==> src/rtl/wave_lcd_scan_ctrl.sv <==
// Purpose : scans the 5-bank 1bpp wave map out of RAM once per completed frame and turns it into an RGB565 pixel stream.
// Latency : a read address is registered the cycle after it is issued, and its pixel reaches the stream head two cycles later.
// Backpr. : pix_ready stalls pix_valid/pix_data/pix_sof/pix_eol in place, and a read issues only when a FIFO slot is guaranteed.
//
// Ports:
//   clk, rst          clock; synchronous active-low reset
//   ram_ready         RAM frame is complete and readable
//   ram_data_i        RAM read data; bit0 is the map pixel, valid one cycle after the address
//   lcd_ram_addr      read address {y[7:0], x[5:0]}
//   lcd_ram_en        one-hot bank select, decoded from x[8:6]
//   lcd_refreshing    high while the scan owns the RAM (SCAN and DRAIN)
//   pix_data/valid/ready/sof/eol   pixel stream to the LCD driver
//   frame_cnt         count of completed frames; wraps
//
// Build option: define WAVE_GRID_EN to draw a GRID_COLOR graticule on background pixels.
module wave_lcd_scan_ctrl #(
    parameter int          H_PIXELS   = 320,
    parameter int          V_LINES    = 256,
    parameter logic [15:0] FG_COLOR   = 16'hFFE0,
    parameter logic [15:0] BG_COLOR   = 16'h0000,
    parameter logic [15:0] GRID_COLOR = 16'h4208
) (
    input  logic        clk,
    input  logic        rst,
    input  logic        ram_ready,
    input  logic [15:0] ram_data_i,
    output logic [13:0] lcd_ram_addr,
    output logic [4:0]  lcd_ram_en,
    output logic        lcd_refreshing,
    output logic [15:0] pix_data,
    output logic        pix_valid,
    input  logic        pix_ready,
    output logic        pix_sof,
    output logic        pix_eol,
    output logic [15:0] frame_cnt
);

    localparam logic [8:0] X_LAST = 9'(H_PIXELS - 1);
    localparam logic [7:0] Y_TOP  = 8'(V_LINES - 1);

    typedef enum logic [1:0] {
        S_IDLE,
        S_SCAN,
        S_DRAIN,
        S_RELEASE
    } state_t;

    state_t      r_state;
    logic [8:0]  r_x;
    logic [7:0]  r_y;
    logic        r_hold;
    logic [13:0] r_addr;
    logic [4:0]  r_en;
    logic        r_refreshing;
    logic [15:0] r_frame_cnt;

    // Stage 1: address on the RAM pins. Stage 2: RAM data on ram_data_i.
    logic        r_s1_vld, r_s1_sof, r_s1_eol, r_s1_last;
    logic        r_s2_vld, r_s2_sof, r_s2_eol, r_s2_last;
`ifdef WAVE_GRID_EN
    logic        r_s1_grid, r_s2_grid;
    logic        w_grid;
`endif

    // 2-entry pixel FIFO
    logic [15:0] r_mem_dat [2];
    logic [1:0]  r_mem_sof;
    logic [1:0]  r_mem_eol;
    logic [1:0]  r_mem_last;
    logic        r_wp, r_rp;
    logic [1:0]  r_cnt;

    logic        w_pop;
    logic [2:0]  w_occ;
    logic        w_issue;
    logic        w_last_x;
    logic        w_last_issue;
    logic [15:0] w_push_dat;
    logic        w_unused;

    assign w_last_x     = (r_x == X_LAST);
    assign w_last_issue = w_last_x && (r_y == 8'd0);
    assign w_pop        = pix_valid && pix_ready;

    // Occupancy counts every read still in the pipe plus the FIFO contents
    // left after this cycle's pop. A new read may go out only when it is
    // guaranteed a slot when it lands, so data is never dropped.
    assign w_occ   = {1'b0, r_cnt} + {2'b00, r_s1_vld} + {2'b00, r_s2_vld} - {2'b00, w_pop};
    assign w_issue = (r_state == S_SCAN) && (w_occ < 3'd2);

`ifdef WAVE_GRID_EN
    assign w_grid     = (r_x[4:0] == 5'd0) || (r_y[4:0] == 5'd0) || w_last_x;
    assign w_push_dat = ram_data_i[0] ? FG_COLOR : (r_s2_grid ? GRID_COLOR : BG_COLOR);
`else
    assign w_push_dat = ram_data_i[0] ? FG_COLOR : BG_COLOR;
`endif

    assign w_unused = ^{ram_data_i[15:1], GRID_COLOR};

    always_ff @(posedge clk) begin
        if (!rst) begin
            r_state      <= S_IDLE;
            r_x          <= '0;
            r_y          <= '0;
            r_hold       <= 1'b0;
            r_addr       <= '0;
            r_en         <= '0;
            r_refreshing <= 1'b0;
            r_frame_cnt  <= '0;
            r_s1_vld     <= 1'b0;
            r_s1_sof     <= 1'b0;
            r_s1_eol     <= 1'b0;
            r_s1_last    <= 1'b0;
            r_s2_vld     <= 1'b0;
            r_s2_sof     <= 1'b0;
            r_s2_eol     <= 1'b0;
            r_s2_last    <= 1'b0;
`ifdef WAVE_GRID_EN
            r_s1_grid    <= 1'b0;
            r_s2_grid    <= 1'b0;
`endif
            r_mem_dat[0] <= '0;
            r_mem_dat[1] <= '0;
            r_mem_sof    <= '0;
            r_mem_eol    <= '0;
            r_mem_last   <= '0;
            r_wp         <= 1'b0;
            r_rp         <= 1'b0;
            r_cnt        <= '0;
        end else begin
            // Read pipeline. Tags travel with each read.
            r_s1_vld <= w_issue;
            if (w_issue) begin
                r_s1_sof  <= (r_x == 9'd0) && (r_y == Y_TOP);
                r_s1_eol  <= w_last_x;
                r_s1_last <= w_last_issue;
`ifdef WAVE_GRID_EN
                r_s1_grid <= w_grid;
`endif
            end
            r_s2_vld  <= r_s1_vld;
            r_s2_sof  <= r_s1_sof;
            r_s2_eol  <= r_s1_eol;
            r_s2_last <= r_s1_last;
`ifdef WAVE_GRID_EN
            r_s2_grid <= r_s1_grid;
`endif

            // FIFO
            if (r_s2_vld) begin
                r_mem_dat[r_wp]  <= w_push_dat;
                r_mem_sof[r_wp]  <= r_s2_sof;
                r_mem_eol[r_wp]  <= r_s2_eol;
                r_mem_last[r_wp] <= r_s2_last;
                r_wp             <= ~r_wp;
            end
            if (w_pop) begin
                r_rp <= ~r_rp;
            end
            r_cnt <= r_cnt + {1'b0, r_s2_vld} - {1'b0, w_pop};

            if (w_pop && r_mem_last[r_rp]) begin
                r_frame_cnt <= r_frame_cnt + 16'd1;
            end

            case (r_state)
                S_IDLE: begin
                    if (ram_ready) begin
                        r_state      <= S_SCAN;
                        r_refreshing <= 1'b1;
                        r_x          <= '0;
                        r_y          <= Y_TOP;
                    end
                end
                S_SCAN: begin
                    if (w_issue) begin
                        r_addr <= {r_y, r_x[5:0]};
                        r_en   <= 5'b00001 << r_x[8:6];
                        if (w_last_x) begin
                            r_x <= '0;
                            r_y <= r_y - 8'd1;
                        end else begin
                            r_x <= r_x + 9'd1;
                        end
                        if (w_last_issue) begin
                            r_state <= S_DRAIN;
                        end
                    end
                end
                S_DRAIN: begin
                    // Wait until the last pixel has left the FIFO and nothing is in flight.
                    if ((r_cnt == 2'd0) && !r_s1_vld && !r_s2_vld) begin
                        r_state      <= S_RELEASE;
                        r_refreshing <= 1'b0;
                        r_en         <= '0;
                        r_addr       <= '0;
                        r_hold       <= 1'b0;
                    end
                end
                S_RELEASE: begin
                    // lcd_refreshing stays low at least two cycles so the RAM's
                    // 2-stage edge detector sees the release. Waiting for
                    // ram_ready=0 stops the same frame from being scanned twice.
                    if (!r_hold) begin
                        r_hold <= 1'b1;
                    end else if (!ram_ready) begin
                        r_state <= S_IDLE;
                    end
                end
                default: begin
                    r_state <= S_IDLE;
                end
            endcase
        end
    end

    assign lcd_ram_addr   = r_addr;
    assign lcd_ram_en     = r_en;
    assign lcd_refreshing = r_refreshing;
    assign frame_cnt      = r_frame_cnt;
    assign pix_valid      = (r_cnt != 2'd0);
    assign pix_data       = pix_valid ? r_mem_dat[r_rp] : 16'h0000;
    assign pix_sof        = pix_valid && r_mem_sof[r_rp];
    assign pix_eol        = pix_valid && r_mem_eol[r_rp];

endmodule

==> config.mk <==
export PLATFORM = sky130hd
export DESIGN_NAME = wave_lcd_scan_ctrl
export DESIGN_NICKNAME = d
export VERILOG_FILES = /design/src/rtl/wave_lcd_scan_ctrl.sv
export SDC_FILE = /design/constraint.sdc
export NUM_CORES = 1
export LEC_CHECK = 0
export ABC_AREA = 0
export ABC_CLOCK_PERIOD_IN_PS = 3700
export BUFFER_PORTS_ARGS = -buffer_cell sky130_fd_sc_hd__buf_2
export CORE_ASPECT_RATIO = 0.8
export CORE_MARGIN = 2
export CORE_UTILIZATION = 55
export DETAILED_ROUTE_END_ITERATION = 12
export PLACE_DENSITY = 0.9
export SYNTH_ARGS = -nofsm -noshare
export SYNTH_HDL_FRONTEND = slang
export SYNTH_SLANG_ARGS = --single-unit
==> constraint.sdc <==
create_clock -name clk -period 3.7 [get_ports clk]
set_input_delay 0.37 -clock clk [delete_from_list [all_inputs] [get_ports clk]]
set_output_delay 0.37 -clock clk [all_outputs]
set_load 0.03 [all_outputs]
# Word-level counts from Yosys, hierarchy flattened
# Memories as Yosys holds them, arrays and structs flattened. A register that Yosys moved wholly into a read port is not among the register bits.
# Cells that the tools add are included.
# word_totals
register_bits,74
ram_bits,32
in_bits,20
elab_cells,125
mem_count,1
# classes
addsub,8
magnitude_cmp,4
n_eq_ne,12
shift,1
muxes,47
bitwise_logic,2
n_reduce_logical,28
# mem_list
name,depth,word_bits,read_ports,rd_ports_with_merged_regs,wr,line_no,source
r_mem_dat,2,16,1,1,2,66,logic [15:0] r_mem_dat [2];
# ops
operator,n
16-bit 2-to-1 mux,3
14-bit 2-to-1 mux,2
14-bit case mux with 2 select lines,1
9-bit 2-to-1 mux,3
8-bit 2-to-1 mux,3
9-bit case mux with 2 select lines,1
1-bit 2-to-1 mux,17
"16-bit by 1-bit adder with 16-bit output, second input constant",1
8-bit case mux with 2 select lines,1
16-bit OR reduction,1
"2-bit inequality test, second input constant",7
2-bit 2-to-1 mux,6
1-bit logical AND,10
5-bit 2-to-1 mux,2
5-bit case mux with 2 select lines,1
2-bit nonzero test,5
"9-bit by 1-bit adder with 9-bit output, second input constant",1
"9-bit equality test, second input constant",1
9-bit zero test,1
3-bit AND reduction,3
"8-bit equality test, second input constant",1
8-bit zero test,1
2-bit case mux with 4 select lines,1
"8-bit by 1-bit subtractor with 8-bit output, second input constant",1
other kinds (20),28

# Logic depth before layout (Yosys ltp)
# Gate-level depths: netlist of the first run.
# logic_depth
word_depth,7
ltp_mapped,15
mapped_depth_nobuf,12

# Worst setup path after synthesis of the first run
# Ideal clock, no wire load.
# synth_path
kind,register -> register
from,register r_cnt[1]
to,register r_y[7]
setup_time_ps,122
t_arrival_ps,3269
slack_ps,309
path_stages_with_launch,15
period_less_slack_ps,3391
path_cell_list,dfxtp_1 -> buf_4 -> o21ai_1 -> inv_1 -> ha_1 -> inv_1 -> ha_1 -> a21o_1 -> fa_1 -> xnor2_1 -> or4_1 -> buf_4 -> a22oi_2 -> nand4_1 -> o311a_1
# synth_via
elab_chain_len,7
elab_cells_between_ends,9
cone_classes,add/sub: 3; order compare: 1; eq/ne: 1; reduce/logical: 4
# synth_lines
item,line_no,source
from (decl),71,logic [1:0] r_cnt;
from (signal assigned),160,"r_cnt <= r_cnt + {1'b0, r_s2_vld} - {1'b0, w_pop};"
2-bit nonzero test,221,assign pix_valid = (r_cnt != 2'd0);
1-bit logical AND,83,assign w_pop = pix_valid && pix_ready;
via w_pop,73,logic w_pop;
3-bit by 1-bit subtractor with 3-bit output,88,"assign w_occ = {1'b0, r_cnt} + {2'b00, r_s1_vld} + {2'b00, r_s2_vld} - {2'b00, w_pop};"
3-bit by 2-bit less-than comparator with 1-bit output,89,assign w_issue = (r_state == S_SCAN) && (w_occ < 3'd2);
1-bit logical AND,89,
2-bit inequality test (no line),-,
4-bit AND reduction (no line),-,
to (signal assigned),181,r_y <= r_y - 8'd1;
to (decl),50,logic [7:0] r_y;
# The timed path passes the listed nets, and every way through them passes these cells.
# A chain may end at the register's enable or synchronous reset.

# Worst setup path in the final report of the first run
# layout_path
from,register r_s2_vld
to,register r_x[3]
# layout_via
elab_chain_len,6
# layout_lines
item,line_no,source
from (decl),59,"logic r_s2_vld, r_s2_sof, r_s2_eol, r_s2_last;"
from (signal assigned),141,r_s2_vld <= r_s1_vld;
3-bit by 1-bit adder with 3-bit output,88,
3-bit by 1-bit subtractor with 3-bit output,88,
3-bit by 2-bit less-than comparator with 1-bit output,89,
1-bit logical AND,89,
2-bit inequality test (no line),-,
3-bit AND reduction (no line),-,
to (signal assigned),183,r_x <= r_x + 9'd1;
to (decl),49,logic [8:0] r_x;
# No other way between the ends.

==> flow_metrics.tcl, run 1 <==
set metrics [dict create \
    grt_pass1_wl_um 13500 \
    port-buffer-count 54 \
    cts_hold_repair.buffers 0 \
    insertedDiodeCount 0 \
    synth_top_cells_by_area "dfxtp_1 39%, nand2_1 5.4%, ha_1 4.5%" \
    synth.area.mux_share_pct 1.82 \
    sequentialPowerShare_pct 37.3 \
    hold_path_startpoint "ram_data_i[0]" \
    yosys.area_share.xor_xnor_pct 5.91 \
    design.portCount 75 \
    fin_crit_sh_pct 93.0 \
    synth_largest_area_cell "dfxtp_1" \
    max_freq_ghz 0.291 \
    seq_area_frac_synth_pct 40.6 \
    ys_seq_elements 77 \
    route.detailed.vias_per_inst 5.70 \
    coreArea_mm2 0.00682 \
    mappedNetlistArea_mm2 0.00385 \
    status "finished, final reports clean" \
    worst_hold_path_type "in2reg" \
    power.switching_fraction_pct 42.8 \
    post-cts-setup-buffer-count 0 \
    num_vias 3204 \
    final-setup-viol-count 0 \
    ys.flop_type "dfxtp_1" \
    grt_usage_pct 21.1 \
    fraction_of_post_synthesis_cell_area_in_the_top_cell_type_by_area_pct 39.0 \
    fillerInstances 566 \
    worstRegToRegCells 11 \
    setup_total_negative_slack_ps 0 \
    postSynth.asyncResetShare_pct 0 \
    layout-area-overhead-vs-synth_pct 10.9 \
    dpl.hpwl_um 5480 \
    synth-warning-count 0 \
    drt_pre_antenna_iters 4 \
    maxSlewViolCount 0 \
    worst_ep_arrival_time_ps 3680 \
    core.rowCount 27 \
    tritoncts_clock_tree "done" \
    clk_latency_ps 350 \
    floorplan.initialDensity_pct 56.4 \
    number_of_buffers_created_by_cts 9 \
    timing.final.hold_violations 0 \
    wl_um 8050 \
    total_power_uw 2950 \
    synth_simple_gate_area_share_pct 25.9 \
    power.ir.vdd_worst_uv 300 \
    die_w_um 97.5 \
    rr_startpoint "r_s2_vld" \
    critical_path_depth 11 \
    drt-wirelength-per-cell_um 14.3 \
    syn-instance-count 434 \
    reg2reg_slack_ps 260 \
    worst_setup_path_start_kind "register" \
    die_y_um 78.8 \
    tightest_pin_transition_ps 981 \
    area_enclosed_by_the_die_boundary_mm2 0.00769 \
    final_layout_size_suffix_gt1_share_pct 17.5 \
    maxCapViolations 0 \
    netlist-cell-type-count 57 \
    cts.sinks 77 \
    timing.slew.headroom_pct 34.0 \
    fin_worst_skew_ps 10.5 \
    timing.critical_path.to_type "register" \
    startpoint "r_s2_vld" \
    crit_path_top_delay_cell "or4_4" \
    final_period_minus_worst_setup_slack_ps 3440 \
    worst_path_dominant_cell_family "simple AND/OR/NAND/NOR gates" \
    detail-route-antenna-nets 0 \
    internal-power_uw 1690 \
    cts_root_buffer "clkbuf_8" \
    place.gp.congestion 0.920 \
    grt_max_degree 60 \
    first_global_vias 2901 \
    compound_gate_portion_of_the_synthesized_area_pct 13.7 \
    synth_fa_ha_area_share_pct 5.07 \
    timing.setup.critical_path_class "reg2reg" \
    critical_path.n_buffers_inverters 2 \
    comb_power_share_pct 41.2 \
    number_of_antenna_violations_at_the_first_check_in_global_routing 0 \
    cts-htree-levels 3 \
    combinational_family_with_the_most_area_after_synthesis "simple AND/OR/NAND/NOR gates" \
    pd_cells_mw_per_mm2 692 \
    cts.path.max_buffers 2 \
    number_of_synthesized_flops_with_an_enable_pin 2 \
    timing.critical_path.fanout_max 8 \
    worstPathCellList "inv_1 -> ha_1 -> inv_1 -> ha_1 -> a21o_1 -> fa_1 -> xnor2_1 -> or4_4 -> a22oi_2 -> nand2b_1 -> nor2_1" \
    multi_input_comb_area_mm2 0.00204 \
    postSynthAreaPerCell_um2 8.87 \
    most-common-layout-cells "75 x dfxtp_1, 55 x nand2_1, 54 x buf_2" \
    pwr-share-clk_pct 21.5 \
    clkSlewWorstSetupHoldPaths_ps 80 \
    leak_uw 0.00175 \
    final_common_cell "dfxtp_1" \
    cp.required_ps 3940 \
    endpoint "r_x[3]" \
    p_sw_uw 1270 \
    first_iter_violations 217 \
    timing.critical_path.slowest_cell_delay_ps 620 \
    global_route.overflow_total 0 \
    detail_route.drc_violations 0 \
    critical_path.reg2reg.endpoint "r_x[3]" \
    area.sequential_mm2 0.00156 \
    finalNetCount 505 \
    grt_setup_unrepaired "no" \
]
[worst min path at each step]
stage | end | depth (start not counted)
finish | r_mem_dat[1][14] | 3
global route | r_mem_dat[1][14] | 3
global placement | r_s2_eol | 1
detailed placement | lcd_ram_addr[6] | 2
floorplan | r_s2_last | 1
CTS | r_mem_dat[1][14] | 3
[power groups by stage]
stage                     logic, uW  clock network (uW)  registers, uW
final                          1220                 634           1100
after global routing           1340                 679           1120
after floorplan                 933                   0           1120
after global placement         1130                   0           1100
after CTS                      1200                 645           1090
after detailed placement       1180                   0           1110
[cells in the mapped netlist (2+ instances only)]
cell	number
nand4_1	10
inv_1	15
buf_4	17
o211a_1	3
dfxtp_1	75
nor2_1	21
xnor2_1	19
or4_1	2
edfxtp_1	2
a21oi_1	11
a21boi_1	2
nor4_1	3
and3_1	5
nor3_1	3
a221oi_2	2
nor2b_1	9
and2_1	22
nand2b_1	5
a21boi_0	10
mux2i_1	7
o21ai_0	27
nand2_1	55
o2111ai_1	2
ha_1	14
a22oi_1	2
buf_2	2
nand4b_1	18
nand3_1	18
xor2_1	7
and4_1	3
clkbuf_1	17
[kinds of logic after synthesis]
group	Yosys count
muxes	7
and+or+nand+nor	182
buffers and inverters	53
DFF	77
other	1
adders and majority gates	15
AOI/OAI and AO/OA	73
xor gates and xnor gates	26
[per-layer routing]
metal	up-vias	track usage, %	share of wire [%]	wire, um
met5	-	0	0	0
met4	0	6.39	1.2	93
met3	17	5.81	6.9	555
met2	130	34.8	47	3810
met1	1488	27.3	45	3590
li1	1569	-	-	-
[state kept, by name, summed over array words and instances, names as in the netlist, 2 cells and up, named ones only]
name and flops:
r_mem_dat 2, r_mem_eol 2, r_state 2, r_x 9
lcd_ram_en 5, r_mem_last 2, frame_cnt 16, r_y 8
r_cnt 2, lcd_ram_addr 14, r_mem_sof 2
[worst register-to-register path: stages, from the launching register on]
cell and delay [ps]:
dfxtp_1 490, inv_1 150, ha_1 300, inv_1 40, ha_1 260, a21o_1 170
fa_1 370, xnor2_1 230, or4_4 620, a22oi_2 350, nand2b_1 270, nor2_1 90
[stage by stage]
stage | std cells | utilization, % | hold slack (ps) | area (um2) | setup WS [ps]
finish | 562 | 62.6 | 331 | 4270 | 260
global route | 562 | 62.6 | 364 | 4270 | 26.1
CTS | 562 | 62.5 | 321 | 4270 | 158
detailed placement | 546 | 59.6 | 446 | 4070 | 185
global placement | 546 | 59.6 | 440 | 4070 | 269
floorplan | 438 | - | 430 | 3860 | 309
[layout make-up]
| class | instances | share of cell area (%) |
|---|---|---|
| sequential | 77 | 36.6 |
| multi-input combinational | 308 | 47.8 |
| timing repair buffer | 58 | 7.03 |
| tap | 87 | 2.55 |
| inverter | 16 | 1.41 |
| clock inverter | 7 | 1.76 |
| clock buffer | 9 | 2.90 |
[what timing repair did]
action,CTS,global route
gates resized for setup,0,1
endpoints found under the hold margin,0,0
setup endpoints to repair,0,4
Power figures use the tool's default switching activity.
==> run 2: changes to the inputs <==
--- a/config.mk
+++ b/config.mk
@@ -8,11 +8,13 @@
 export ABC_AREA = 0
 export ABC_CLOCK_PERIOD_IN_PS = 3700
 export BUFFER_PORTS_ARGS = -buffer_cell sky130_fd_sc_hd__buf_2
+export CELL_PAD_IN_SITES_DETAIL_PLACEMENT = 2
+export CELL_PAD_IN_SITES_GLOBAL_PLACEMENT = 2
 export CORE_ASPECT_RATIO = 0.8
 export CORE_MARGIN = 2
-export CORE_UTILIZATION = 55
+export CORE_UTILIZATION = 33
 export DETAILED_ROUTE_END_ITERATION = 12
-export PLACE_DENSITY = 0.9
+export PLACE_DENSITY = 0.89
 export SYNTH_ARGS = -nofsm -noshare
 export SYNTH_HDL_FRONTEND = slang
 export SYNTH_SLANG_ARGS = --single-unit
==> run 2 against run 1 <==
Compared with the run above:
- die area is 63% higher
- clock skew fell by 1.7 ps
- sequential power barely moved
- largest power group unchanged
- highest routed layer unchanged
- count of clock-buffer cells in the layout up 1
- via count is 3.5% higher
- critical path depth grew 3
==> flow_metrics.tcl, run 2 (synthesis results as in run 1) <==
set metrics [dict create \
    placedCellCount 610 \
    worst_hold_path_type "in2reg" \
    leak_uw 0.00183 \
    maxSlewViolCount 0 \
    max_freq_ghz 0.286 \
    drt-wirelength-per-cell_um 18.3 \
    timing.critical_path.to_type "register" \
    core.rowCount 35 \
    area_enclosed_by_the_die_boundary_mm2 0.0126 \
    power.switching_fraction_pct 41.1 \
    largest_register_ffs 16 \
    clkSlewWorstSetupHoldPaths_ps 60 \
    reg2reg_slack_ps 210 \
    timing.final.hold_violations 0 \
    number_of_buffers_created_by_cts 9 \
    sequentialPowerShare_pct 32.0 \
    final_layout_size_suffix_gt1_share_pct 18.4 \
    grt_pass1_wl_um 18600 \
    area.sequential_mm2 0.00156 \
    cts.path.max_buffers 2 \
    crit_path_top_delay_cell "or3_1" \
    die_y_um 101 \
    final_common_cell "dfxtp_1" \
    most-common-layout-cells "75 x dfxtp_1, 55 x nand2_1, 54 x buf_2" \
    setup_total_negative_slack_ps 0 \
    fin_worst_skew_ps 8.82 \
    pwr-share-clk_pct 27.2 \
    die_w_um 125 \
    comb_power_share_pct 40.8 \
    dpl.hpwl_um 7740 \
    coreArea_mm2 0.0114 \
    pd_cells_mw_per_mm2 763 \
    timing.slew.headroom_pct 26.9 \
    timing.critical_path.slowest_cell_delay_ps 450 \
    insertedDiodeCount 0 \
    cts_root_buffer "clkbuf_16" \
    worst_setup_path_start_kind "register" \
    power.ir.vdd_worst_uv 275 \
    grt_usage_pct 18.5 \
    fillerInstances 1272 \
    fin_crit_sh_pct 94.4 \
    global_route.overflow_total 0 \
    timing.critical_path.fanout_max 36 \
    route.detailed.vias_per_inst 5.29 \
    final_cell_count_no_fill 627 \
    tightest_pin_transition_ps 1090 \
    status "finished, final reports clean" \
    layout-area-overhead-vs-synth_pct 17.0 \
    grt_util_met2_pct 32.7 \
    maxCapViolations 0 \
    cp.required_ps 3950 \
    cts-htree-levels 3 \
    grt_max_degree 58 \
    grt_busiest_layer "met2" \
    drt_pre_antenna_iters 4 \
    port-buffer-count 54 \
    wl_um 11500 \
    p_sw_uw 1410 \
    detail-route-antenna-nets 0 \
    place.gp.congestion 0.836 \
    grt_setup_unrepaired "no" \
    tritoncts_clock_tree "done" \
    number_of_antenna_violations_at_the_first_check_in_global_routing 0 \
    final-setup-viol-count 0 \
    internal-power_uw 2020 \
    worstPathCellList "o21ai_1 -> inv_1 -> ha_1 -> inv_1 -> ha_1 -> a21o_1 -> fa_1 -> xnor2_1 -> buf_4 -> or3_1 -> a21boi_4 -> buf_6 -> nand4b_1 -> o21ai_0" \
    first_iter_violations 176 \
    final_period_minus_worst_setup_slack_ps 3490 \
    grt.met1_usage_pct 22.0 \
    worst_ep_arrival_time_ps 3740 \
    timing.final.ws_setup_ps 206 \
    post-place-ws_ps 106 \
    first_global_vias 3553 \
    detail_route.drc_violations 0 \
    multi_input_comb_area_mm2 0.00205 \
    timing.hold.ws_ps 352 \
    floorplan.initialDensity_pct 33.7 \
    groute.layer.met3.usage_pct 3.72 \
    clk_latency_ps 340 \
    num_vias 3317 \
    design.portCount 75 \
    timing.setup.critical_path_class "reg2reg" \
    finalNetCount 510 \
    cts.sinks 77 \
]
==> run 2: worst max-delay path, delay by kind of cell (launching register included) <==
kind                     cells  cell delay, ps
buffers and inverters        4             610
adder cells (fa/ha/maj)      3             960
AND/OR/NAND/NOR              2             590
flip-flops                   1             370
AO/OA/AOI/OAI                4             690
XOR/XNOR                     1             180
==> run 2: area by class of cell <==
| class | count | area share [%] |
|---|---|---|
| timing repair buffer | 63 | 7.58 |
| sequential | 77 | 34.7 |
| tap | 148 | 4.11 |
| clock buffer | 10 | 5.08 |
| multi-input combinational | 308 | 45.5 |
| inverter | 16 | 1.33 |
| clock inverter | 5 | 1.72 |
==> run 2: power groups by stage <==
stage | Sequential [uW] | Combinational, uW | Clock [uW]
6_report | 1100 | 1400 | 934
2_1_floorplan | 1120 | 933 | 0
4_1_cts | 1100 | 1340 | 952
3_5_place_dp | 1110 | 1310 | 0
3_3_place_gp | 1100 | 1220 | 0
5_1_grt | 1120 | 1540 | 987
==> run 2: final timing paths <==
check                        from               end  cells after the start
setup / recovery         r_cnt[1]   lcd_ram_addr[3]                     14
setup reg to reg         r_cnt[1]   lcd_ram_addr[3]                     14
hold reg to reg   lcd_ram_addr[9]   lcd_ram_addr[9]                      2
hold / removal      ram_data_i[0]  r_mem_dat[0][14]                      3
==> run 2: what timing repair did <==
| action | in CTS | in global routing |
|---|---|---|
| hold buffers | 0 | 0 |
| resized for setup | 0 | 3 |
| setup endpoints to repair | 0 | 11 |
| buffers inserted | 0 | 2 |
==> run 2: routing by layer <==
layer,share of wire (%),vias up
li1,-,1571
met1,45,1652
met2,49,73
met3,3.2,21
met4,2.5,0
met5,0,-
==> run 2: stage by stage <==
step	total power, uW	instance area [um2]	utilization, %
global placement	2320	4170	36.5
detailed placement	2420	4170	36.5
CTS	3390	4470	39.1
global route	3650	4500	39.4
finish	3440	4500	39.4
floorplan	2060	3860	-
==> run 3: changes to the inputs <==
--- a/config.mk
+++ b/config.mk
@@ -13,8 +13,9 @@
 export CORE_ASPECT_RATIO = 0.8
 export CORE_MARGIN = 2
 export CORE_UTILIZATION = 33
+export CTS_BUF_LIST = sky130_fd_sc_hd__clkbuf_16
 export DETAILED_ROUTE_END_ITERATION = 12
-export PLACE_DENSITY = 0.89
+export PLACE_DENSITY_LB_ADDON = 0.1
 export SYNTH_ARGS = -nofsm -noshare
 export SYNTH_HDL_FRONTEND = slang
 export SYNTH_SLANG_ARGS = --single-unit
==> run 3 against run 2 <==
Compared with the run above:
- clock skew fell by 1.9 ps
- via count fell by 3.0%
- count of clock-buffer cells in the layout fell by 1
- combinational power fell by 4%
- total power fell by 2.2%
- worst setup slack got worse by 16 ps
- fmax fell by 0.46%
- first-iteration DRC count fell by 27%
- routed wire length fell by 8.7%
- largest cell class unchanged
- largest power group unchanged
==> flow_metrics.tcl, run 3 (synthesis results as in run 1) <==
set metrics [dict create \
    cts.path.max_buffers 2 \
    worst_setup_path_start_kind "register" \
    fin_crit_sh_pct 94.9 \
    dpl.hpwl_um 7450 \
    status "finished, final reports clean" \
    timing.slew.headroom_pct 35.5 \
    first_iter_violations 129 \
    p_sw_uw 1350 \
    floorplan.initialDensity_pct 33.7 \
    timing.hold.ws_ps 375 \
    number_of_buffers_created_by_cts 9 \
    number_of_antenna_violations_at_the_first_check_in_global_routing 0 \
    pwr-share-clk_pct 27.5 \
    detail-route-antenna-nets 0 \
    area.sequential_mm2 0.00156 \
    cts.sinks 77 \
    grt_pass1_wl_um 17700 \
    tritoncts_clock_tree "done" \
    cts_repair_resize_count 0 \
    leak_uw 0.00184 \
    critical_path_depth 12 \
    timing.critical_path.slowest_cell_delay_ps 710 \
    fin_worst_skew_ps 6.88 \
    tightest_pin_transition_ps 954 \
    final-setup-viol-count 0 \
    timing.final.hold_violations 0 \
    startpoint "r_cnt[0]" \
    maxSlewViolCount 0 \
    sequentialPowerShare_pct 32.5 \
    finalNetCount 511 \
    area_enclosed_by_the_die_boundary_mm2 0.0126 \
    global_route.overflow_total 0 \
    drt_pre_antenna_iters 4 \
    worst_path_dominant_cell_family "simple AND/OR/NAND/NOR gates" \
    largest_register_ffs 16 \
    power.switching_fraction_pct 40.1 \
    num_vias 3218 \
    wl_um 10500 \
    post-place-ws_ps 151 \
    crit_path_top_delay_cell "or4_1" \
    port-buffer-count 54 \
    cts-htree-levels 3 \
    fillerInstances 1283 \
    timing.final.ws_setup_ps 189 \
    final_cell_count_no_fill 629 \
    placedCellCount 613 \
    post-route-cell-area_mm2 0.00451 \
    multi_input_comb_area_mm2 0.00204 \
    layout-area-overhead-vs-synth_pct 17.2 \
    route.detailed.vias_per_inst 5.12 \
    detail_route.drc_violations 0 \
    design.portCount 75 \
    final_common_cell "dfxtp_1" \
    timing.critical_path.to_type "register" \
    reg2reg_slack_ps 190 \
    die_y_um 101 \
    critical_path.reg2reg.endpoint "r_x[3]" \
    grt_max_degree 48 \
    die_w_um 125 \
    comb_power_share_pct 40.0 \
    most-common-layout-cells "75 x dfxtp_1, 55 x nand2_1, 54 x buf_2" \
    maxCapViolations 0 \
    grt_setup_unrepaired "no" \
    drt-wirelength-per-cell_um 16.6 \
    internal-power_uw 2010 \
    first_global_vias 3386 \
    clk_latency_ps 340 \
    cp.required_ps 3920 \
    endpoint "r_x[3]" \
    final_layout_size_suffix_gt1_share_pct 18.1 \
    pd_cells_mw_per_mm2 745 \
    timing.critical_path.fanout_max 7 \
    final_period_minus_worst_setup_slack_ps 3510 \
    worstPathCellList "o21ai_1 -> inv_1 -> ha_1 -> inv_1 -> ha_1 -> a21o_1 -> fa_1 -> xnor2_1 -> or4_1 -> a22oi_2 -> nand2b_1 -> nor2_1" \
    post-cts-setup-buffer-count 0 \
    cts_hold_repair.buffers 0 \
    core.rowCount 35 \
    worstRegToRegCells 12 \
    insertedDiodeCount 0 \
    max_freq_ghz 0.285 \
    power.ir.vdd_worst_uv 383 \
    timing.setup.critical_path_class "reg2reg" \
    grt_usage_pct 17.6 \
    detailed_place.area_mm2 0.00420 \
    rr_startpoint "r_cnt[0]" \
    cts_root_buffer "clkbuf_16" \
    setup_total_negative_slack_ps 0 \
    clkSlewWorstSetupHoldPaths_ps 60 \
    critical_path.n_buffers_inverters 2 \
    place.gp.congestion 0.798 \
    coreArea_mm2 0.0114 \
    worst_hold_path_type "in2reg" \
    worst_ep_arrival_time_ps 3730 \
]
## run 3: power groups by stage
stage / Sequential [uW] / Combinational (uW) / Clock (uW)
2_1_floorplan: 1120 / 933 / 0
3_3_place_gp: 1100 / 1300 / 0
3_5_place_dp: 1110 / 1360 / 0
4_1_cts: 1090 / 1370 / 948
5_1_grt: 1120 / 1500 / 989
6_report: 1090 / 1340 / 924
## run 3: area by class of cell
class / instances / share of cell area [%]
clock buffers: 9 / 4.99
inverters: 16 / 1.33
well taps: 148 / 4.11
flip-flops and latches: 77 / 34.6
repair buffers: 64 / 7.93
clock inverters: 7 / 1.86
multi-input cells: 308 / 45.2
## run 3: routing by layer
metal,up-vias,routed length (um),track usage [%]
li1,1580,-,-
met1,1571,5330,24.4
met2,55,4550,27.1
met3,12,440,4.46
met4,0,145,5.53
met5,-,0,0
## run 3: worst register-to-register path: stages (launching register included)
cell	delay [ps]
dfxtp_1	360
o21ai_1	170
inv_1	80
ha_1	270
inv_1	40
ha_1	270
a21o_1	170
fa_1	380
xnor2_1	150
or4_1	710
a22oi_2	460
nand2b_1	260
nor2_1	70
## run 3: per-stage QoR
stage | power (uW) | utilization [%]
floorplan | 2060 | -
global placement | 2410 | 36.8
detailed placement | 2470 | 36.8
CTS | 3410 | 39.5
global route | 3610 | 39.5
finish | 3360 | 39.5
## run 3: how the worst min path moves through the flow
stage	startpoint	endpoint	slack, ps	depth (start not counted)
finish	ram_data_i[0]	r_mem_dat[1][14]	370	3
global route	ram_data_i[0]	r_mem_dat[1][14]	390	3
CTS	ram_data_i[0]	r_mem_dat[1][14]	370	3
detailed placement	r_s1_eol	r_s2_eol	450	1
global placement	lcd_ram_addr[13]	lcd_ram_addr[13]	440	2
floorplan	r_s1_last	r_s2_last	430	1
